### src/rtl/poly_operand_driver_pkg.sv
// Shared definitions for the polynomial evaluator operand driver:
// FSM states, operand index constants and default timing values.
package poly_operand_driver_pkg;

  typedef enum logic [2:0] {
    ST_IDLE,
    ST_SETUP,
    ST_PRESS,
    ST_RELEASE,
    ST_SETTLE,
    ST_DONE
  } drv_state_t;

  localparam logic [1:0] IDX_A = 2'd0;
  localparam logic [1:0] IDX_B = 2'd1;
  localparam logic [1:0] IDX_C = 2'd2;
  localparam logic [1:0] IDX_X = 2'd3;

  localparam int unsigned DEF_HOLD_CYCLES   = 2;
  localparam int unsigned DEF_GAP_CYCLES    = 2;
  localparam int unsigned DEF_SETTLE_CYCLES = 8;

endpackage

### src/rtl/poly_operand_driver_if.sv
// Evaluator-facing operand bus: the driver is master, the evaluator is slave.
interface poly_operand_driver_if;
  logic [7:0] data_out;
  logic       go;
  logic [7:0] result_in;

  modport master (output data_out, go, input result_in);
  modport slave  (input data_out, go, output result_in);
endinterface

### src/rtl/poly_operand_driver_timer.sv
// Loadable 8-bit down-counter timing the PRESS, RELEASE and SETTLE phases.
module poly_driver_timer (
  input  logic       clk,
  input  logic       resetn,
  input  logic       load,
  input  logic [7:0] load_val,
  output logic       expired
);

  logic [7:0] count;

  always_ff @(posedge clk) begin
    if (!resetn) begin
      count <= '0;
    end else if (load) begin
      count <= load_val;
    end else if (count != '0) begin
      count <= count - 8'd1;
    end
  end

  assign expired = (count == '0);

endmodule

### src/rtl/poly_operand_driver.sv
// Automatic operand-load initiator for the Ax^2+Bx+C evaluator: presents
// A, B, C, X with a press/release go handshake, then captures the result.
module poly_operand_driver
  import poly_operand_driver_pkg::*;
#(
  parameter int unsigned HOLD_CYCLES   = DEF_HOLD_CYCLES,
  parameter int unsigned GAP_CYCLES    = DEF_GAP_CYCLES,
  parameter int unsigned SETTLE_CYCLES = DEF_SETTLE_CYCLES
) (
  input  logic                   clk,
  input  logic                   resetn,
  input  logic                   start,
  input  logic [7:0]             coef_a,
  input  logic [7:0]             coef_b,
  input  logic [7:0]             coef_c,
  input  logic [7:0]             x_in,
  poly_operand_driver_if.master  eval_bus,
  output logic                   busy,
  output logic                   done,
  output logic [7:0]             result
);

  // The timer is loaded with N-1 on entry so each timed state lasts N cycles.
  localparam logic [7:0] HOLD_LOAD   = 8'(HOLD_CYCLES - 1);
  localparam logic [7:0] GAP_LOAD    = 8'(GAP_CYCLES - 1);
  localparam logic [7:0] SETTLE_LOAD = 8'(SETTLE_CYCLES - 1);

  drv_state_t state, state_nx;
  logic [1:0] idx;
  logic [7:0] ops [4];

  logic       tmr_load;
  logic [7:0] tmr_val;
  logic       tmr_expired;
  logic       accept;
  logic       idx_inc;
  logic       capture;
  logic       drive;
  logic       go_int;

  poly_driver_timer u_timer (
    .clk      (clk),
    .resetn   (resetn),
    .load     (tmr_load),
    .load_val (tmr_val),
    .expired  (tmr_expired)
  );

  always_ff @(posedge clk) begin
    if (!resetn) begin
      state  <= ST_IDLE;
      idx    <= IDX_A;
      result <= '0;
      for (int unsigned i = 0; i < 4; i++) begin
        ops[i] <= '0;
      end
    end else begin
      state <= state_nx;
      if (accept) begin
        ops[IDX_A] <= coef_a;
        ops[IDX_B] <= coef_b;
        ops[IDX_C] <= coef_c;
        ops[IDX_X] <= x_in;
        idx        <= IDX_A;
      end else if (idx_inc) begin
        idx <= idx + 2'd1;
      end
      if (capture) begin
        result <= eval_bus.result_in;
      end
    end
  end

  always_comb begin
    state_nx = state;
    tmr_load = 1'b0;
    tmr_val  = '0;
    accept   = 1'b0;
    idx_inc  = 1'b0;
    capture  = 1'b0;
    drive    = 1'b0;
    go_int   = 1'b0;
    busy     = 1'b0;
    done     = 1'b0;
    case (state)
      ST_IDLE: begin
        if (start) begin
          accept   = 1'b1;
          state_nx = ST_SETUP;
        end
      end
      ST_SETUP: begin
        busy     = 1'b1;
        drive    = 1'b1;
        tmr_load = 1'b1;
        tmr_val  = HOLD_LOAD;
        state_nx = ST_PRESS;
      end
      ST_PRESS: begin
        busy   = 1'b1;
        drive  = 1'b1;
        go_int = 1'b1;
        if (tmr_expired) begin
          tmr_load = 1'b1;
          tmr_val  = GAP_LOAD;
          state_nx = ST_RELEASE;
        end
      end
      ST_RELEASE: begin
        busy  = 1'b1;
        drive = 1'b1;
        if (tmr_expired) begin
          if (idx != IDX_X) begin
            idx_inc  = 1'b1;
            state_nx = ST_SETUP;
          end else begin
            tmr_load = 1'b1;
            tmr_val  = SETTLE_LOAD;
            state_nx = ST_SETTLE;
          end
        end
      end
      ST_SETTLE: begin
        busy  = 1'b1;
        drive = 1'b1;
        if (tmr_expired) begin
          capture  = 1'b1;
          state_nx = ST_DONE;
        end
      end
      ST_DONE: begin
        done     = 1'b1;
        state_nx = ST_IDLE;
      end
      default: state_nx = ST_IDLE;
    endcase
  end

  assign eval_bus.data_out = drive ? ops[idx] : '0;
  assign eval_bus.go       = go_int;

endmodule
### src/flat_wrapper.sv
// flat-port wrapper written by rule: the top's interface ports become plain ports
module poly_operand_driver_flat import poly_operand_driver_pkg::*;
#(
  parameter int unsigned HOLD_CYCLES   = DEF_HOLD_CYCLES,
  parameter int unsigned GAP_CYCLES    = DEF_GAP_CYCLES,
  parameter int unsigned SETTLE_CYCLES = DEF_SETTLE_CYCLES
)
  (clk, resetn, start, coef_a, coef_b, coef_c, x_in, busy, done, result, eval_bus_data_out, eval_bus_go, eval_bus_result_in);
  poly_operand_driver_if eval_bus_i ();
  input  logic clk;
  input  logic resetn;
  input  logic start;
  input  logic [7:0] coef_a;
  input  logic [7:0] coef_b;
  input  logic [7:0] coef_c;
  input  logic [7:0] x_in;
  output logic busy;
  output logic done;
  output logic [7:0] result;
  output wire logic [$bits(eval_bus_i.data_out)-1:0] eval_bus_data_out;
  output wire logic [$bits(eval_bus_i.go)-1:0] eval_bus_go;
  input wire logic [$bits(eval_bus_i.result_in)-1:0] eval_bus_result_in;
  assign eval_bus_data_out = eval_bus_i.data_out;
  assign eval_bus_go = eval_bus_i.go;
  assign eval_bus_i.result_in = eval_bus_result_in;
  poly_operand_driver #(.HOLD_CYCLES(HOLD_CYCLES), .GAP_CYCLES(GAP_CYCLES), .SETTLE_CYCLES(SETTLE_CYCLES)) u_core (.clk(clk), .resetn(resetn), .start(start), .coef_a(coef_a), .coef_b(coef_b), .coef_c(coef_c), .x_in(x_in), .eval_bus(eval_bus_i), .busy(busy), .done(done), .result(result));
endmodule
### config.mk
export PLATFORM = sky130hd
export DESIGN_NAME = poly_operand_driver_flat
export DESIGN_NICKNAME = d
export VERILOG_FILES = /design/src/rtl/poly_operand_driver_pkg.sv /design/src/rtl/poly_operand_driver_if.sv /design/src/rtl/poly_operand_driver_timer.sv /design/src/rtl/poly_operand_driver.sv /design/src/flat_wrapper.sv
export SDC_FILE = /design/constraint.sdc
export NUM_CORES = 1
export LEC_CHECK = 0
export ABC_AREA = 1
export CORE_MARGIN = 5
export CORE_UTILIZATION = 30
export DETAILED_ROUTE_END_ITERATION = 6
export PLACE_DENSITY = 0.62
export SLEW_MARGIN = 20
export SYNTH_ARGS = -nofsm -noshare
export SYNTH_HDL_FRONTEND = slang
export SYNTH_SLANG_ARGS = --single-unit
### constraint.sdc
create_clock -name clk -period 2.3 [get_ports clk]
set_input_delay 0.46 -clock clk [delete_from_list [all_inputs] [get_ports clk]]
set_output_delay 0.46 -clock clk [all_outputs]
set_load 0.01 [all_outputs]
== Yosys cells after proc, flatten, opt, wreduce, memory -nomap -nowiden ==
Memory sizes are Yosys's and may differ from the RTL's. A register that Yosys moved wholly into a read port is not among the register bits.
Cells that the tools add are included.
W data, S select, Z words.

* Reductions and logical operators: 7
* Equality and inequality tests: 10
* Muxes and demuxes: 36
* Shift operators: 0
* Order comparisons: 0
* Bitwise operators: 5
* Add/subtract/negate cells: 2
* Divide/modulo/power cells: 0
* $mul: 0

{| class="wikitable"
|+ Operator list
! operator !! number
|-
| $mux W8 || 8
|-
| $pmux W8 S3 || 1
|-
| $mux W3 || 6
|-
| $mux W1 || 17
|-
| $pmux W3 S5 || 1
|-
| $logic_not A8 Y1 || 1
|-
| $reduce_bool A8 Y1 || 1
|-
| $sub A8 B1 Y8 const B || 1
|-
| $eq A3 B2 Y1 const B || 2
|-
| $eq A3 B3 Y1 const B || 2
|-
| $ne A2 B1 Y1 const B || 3
|-
| $mux W2 || 2
|-
| $ne A2 B2 Y1 const B || 2
|-
| $or A1 B1 Y1 || 4
|-
| $reduce_and A4 Y1 || 1
|-
| $reduce_or A4 Y1 || 1
|-
| $eq A3 B1 Y1 const B || 1
|-
| $logic_not A3 Y1 || 1
|-
| $pmux W1 S3 || 1
|-
| $add A2 B1 Y2 const B || 1
|-
| $reduce_bool A2 Y1 || 1
|-
| $reduce_or A2 Y1 || 1
|-
| $not A1 Y1 || 1
|}

* Output and inout bits: 19
* Memories kept: 1
* Input bits: 43
* Latch bits: 0
* Register bits after elaboration: 21
* Bits in writable memories: 32
* Bits in read-only memories: 0

{| class="wikitable"
|+ Memory list
! name !! depth !! bits a word !! rd ports !! clocked after Yosys merged registers in !! write ports !! RTL line !! RTL
|-
| u_core.ops || 4 || 8 || 1 || 1 || 4 || poly_operand_driver.sv:30 || <nowiki>logic [7:0] ops [4];</nowiki>
|}

== Logic depth before layout (Yosys ltp) ==
* Depth after elaboration: 6
* Gate-level depth with buffers: 10
* Gate-level depth less buffers: 10

== Modules after synthesis ==
A second synthesis with hierarchy kept.

* Cells, all modules: 338
* Area, all modules: 2661.3 µm²

{| class="wikitable"
|+ Modules (own cells, without submodules)
! module !! instances !! seq. area each (µm²) !! cells an instance !! area each (µm²)
|-
| poly_operand_driver || 1 || 1261.2 || 268 || 2183.3
|-
| poly_driver_timer || 1 || 160.2 || 70 || 478.0
|}

== Worst setup path before layout ==
OpenSTA, ideal clock, no wires.

* Kind: register to register
* Start: register u_core.state[1]
* End: register with a tool-made name
* Arrival: 1.685 ns
* Required time: 2.180 ns
* Path buffers: 1
* Library setup time: 0.120 ns
* Stages on the path, launching flop included: 8
* Path slack: 0.495 ns
* Clock period less this slack: 1.805 ns
* Path through: dfxtp_1 > buf_4 > nor2_4 > nand3_1 > nand2_1 > inv_1 > o21ai_1 > a21oi_1

{| class="wikitable"
|+ RTL lines
! element !! RTL line !! RTL
|-
| from (decl) || poly_operand_driver.sv:28 || <nowiki>drv_state_t state, state_nx;</nowiki>
|-
| from (signal assigned) || poly_operand_driver.sv:58 || <nowiki>state <= state_nx;</nowiki>
|}

==> results.txt <==
The flow ran to the end, and the final reports show no timing, DRC or antenna violations. For this run, the post-layout net count is 435. The initial cell density of the core was 30.6%; the number of global-route vias before repair was 2126. The synthesized flop and latch total works out to 55. Counting along the longest clock path gives a buffer depth of 2. The tools report the count of cell types in the netlist as 27.

The final weighted congestion of routability-driven global placement is 0.812. The routed layout has 2150 vias. The warning count from the yosys run was 0.

The final critical path time including I/O delays and setup came out at 2200 ps. In this run the cell area of the synthesized design comes to 2660 um2. The number of clock buffers inserted by TritonCTS is 5, and the highest achievable clock rate is 455 MHz. The global-route total usage across every layer was 10.8%.

The DRC violations left is 0, and the vertical die dimension is 104 um. Setup repair after global routing left no endpoint under its margin. The top cell type by area accounts for 36.2% of the synthesized area. VDD sags by at most 0.000446 V. The fraction of synthesis flops using an asynchronous set or reset pin is 0%, and the number of violations reported at the end of detailed-routing iteration 0 is 63.

At the pin with the least slew margin, the transition time is 319 ps. Yosys attributes the largest share of cell area to edfxtp_1 (36%), dfxtp_1 (17%), nor2_1 (12%). The repair_antennas step left the layout with diodes totalling 0. The number of nets handed over by synthesis was 364. Using the TritonRoute via totals, the vias-per-cell ratio works out to 4.32. The number of buffer cells added on primary ports was 61.

The number of flops mapped to enable cells by yosys is 32, and the quantity of hold-fixing buffers added after cts is 0. The worst path uses 95.5% of the clock period. The commonest cells after synthesis are nor2_1 (84), inv_1 (57), nand2_1 (38). Number of slew-limit violations in the final report: 0. The tools report the endpoint type of the worst setup path as an output port. nor2_1 is the most common cell in the netlist. The first detailed-routing pass ran for 4 iterations. The instance count of the mapped netlist came out at 318. The logs give 6020 um for the total routed wirelength and 9860 um for the wire length of the first global-routing pass.

The critical path is of the reg2out type. Entering global routing, the biggest net connects 34 pins. Once routing completed, OpenROAD measured the worst setup slack at 104 ps. TritonCTS built the clock tree. The total congestion overflow after global routing was 0; the largest fanout of any net on the critical path was 16. Overall power consumption after layout is estimated at 3380 uW. The number of H-tree levels came out at 2.

The worst setup path is launched from a flip-flop. The number of antenna violations at the first check in global routing was 0. The tools report the number of cell rows as 34. The root buffer cell was clkbuf_8.

A synthesized cell averages 8.36 um2. The cell area power density is 932 nW/um2. For the total leakage power, the log shows 0.00171 uW.

Sequential elements use 53.5% of the synthesized area. The setup TNS was 0 ps; the number of sinks on the clock net was 55. The worst min-delay path class is reg2reg. The die covers 10800 um2.

Clock-pin slew was measured on the worst setup and hold paths at 100 ps. Headroom to the max-slew limit came out at 78.7%. The required time at the worst-slack endpoint is 1840 ps.

Among all flip-flop cells after synthesis, the most frequent one is edfxtp_1. The final number of setup-violating endpoints is 0. Once detailed placement completed, the half-perimeter wirelength came to 4320 um. The logs give 300 ps for the latest clock arrival within the worst-skew pair and 0 for the number of endpoints with negative hold slack in the final report.

The post-route netlist has 11.3% of its cells at a drive strength greater than 1. The run gives 0 as the number of antenna-violating nets in the routed design. Data on the critical path arrives at its endpoint at 1740 ps. At the placement stage, the worst setup path has a slack of 200 ps. The tool flagged a number of max-cap violations equal to 0.

The average routed wire per standard cell is 12.1 um, and the relative area change from synthesis to final layout is 36.4%. For the floorplan core area, the log shows 8680 um2. For the number of top-level design ports, the log shows 62. Largest clock skew in the final design: 13.0 ps. Cell type contributing the most total cell area after synthesis: edfxtp_1.

The chip width works out to 104 um.
[state kept, by name (all words and copies together) (netlist names), named ones only]
| signal | cells |
|---|---|
| u_core.result | 8 |
| u_core.u_timer.count | 8 |
| u_core.idx | 2 |
| u_core.state | 3 |
| u_core.ops | 32 |
[per-layer routing]
| metal | global-route usage (%) | vias to the layer above | routed length (um) |
|---|---|---|---|
| met2 | 17.7 | 54 | 2690 |
| met4 | 3.42 | 0 | 87 |
| met1 | 13.8 | 946 | 2960 |
| met3 | 3.17 | 8 | 282 |
| li1 | - | 1142 | - |
| met5 | 0 | - | 0 |
[metrics by stage]
stage	std cells	hold WS (ps)	util, %	instance area, um2
after detailed placement	483	478	39.4	3420
final	498	492	41.8	3620
after global routing	498	528	41.8	3620
after global placement	483	468	39.4	3420
after CTS	492	498	40.6	3520
after floorplan	318	471	-	2660
[cell type report]
| type | instances | area, um2 |
|---|---|---|
| tap | 108 | 135 |
| clock buffer | 7 | 76.3 |
| timing repair buffer | 71 | 726 |
| inverter | 60 | 230 |
| clock inverter | 1 | 6.26 |
| sequential | 55 | 1430 |
| multi-input combinational | 196 | 1020 |
| fill | 905 | 5050 |
[cell usage in the layout (no fill, tap or decap), types with 5 or more instances in the layout]
cell type / instances
clkdlybuf4s50_1: 55
edfxtp_1: 32
buf_4: 8
dfxtp_1: 18
o22ai_1: 8
clkbuf_8: 5
inv_1: 56
nand3_1: 10
a21oi_1: 7
o21ai_0: 18
nand2_1: 35
dlymetal6s2s_1: 6
nor2_1: 84
[where the power goes]
| group | leakage (uW) | total, uW | switching (uW) | internal (uW) |
|---|---|---|---|---|
| logic | 0.00113 | 1420 | 831 | 591 |
| clock network | 0.0000428 | 509 | 292 | 217 |
| registers | 0.000533 | 1450 | 139 | 1310 |
| total | 0.00171 | 3380 | 1260 | 2110 |
[cell families after synthesis]
logic type,count (synthesis),synth area share (%)
AOI/OAI and AO/OA,35,6.97
xor gates and xnor gates,2,0.659
muxes,8,3.01
and+or+nand+nor,147,24.4
DFF,55,53.5
buffers and inverters,68,10.0
adders and majority gates,3,1.41
[critical path, cell delays in order, from the launching register on]
cell,delay [ps]
dfxtp_4,380
buf_12,150
mux2i_2,240
o22ai_1,90
nand2_1,70
inv_1,40
clkdlybuf4s50_1,460
[final timing paths]
path,startpoint,endpoint,slack (ps),cells past startpoint
worst max-delay path,flip-flop,eval_bus_data_out[5],100,6
worst min-delay path,u_core.result[0],u_core.result[0],490,2
worst max register to register,u_core.u_timer.count[0],flip-flop,770,8
worst min register to register,u_core.result[0],u_core.result[0],490,2
[timing repair]
| item | 4_1_cts | 5_1_grt |
|---|---|---|
| gates cloned | 0 | 1 |
| setup endpoints to repair | 9 | 9 |
| gates resized for setup | 6 | 17 |
| hold endpoints to repair | 0 | 0 |
| pin swaps | 1 | 3 |
| buffers inserted | 1 | 5 |
No activity file was read; power rests on OpenSTA's default activity.
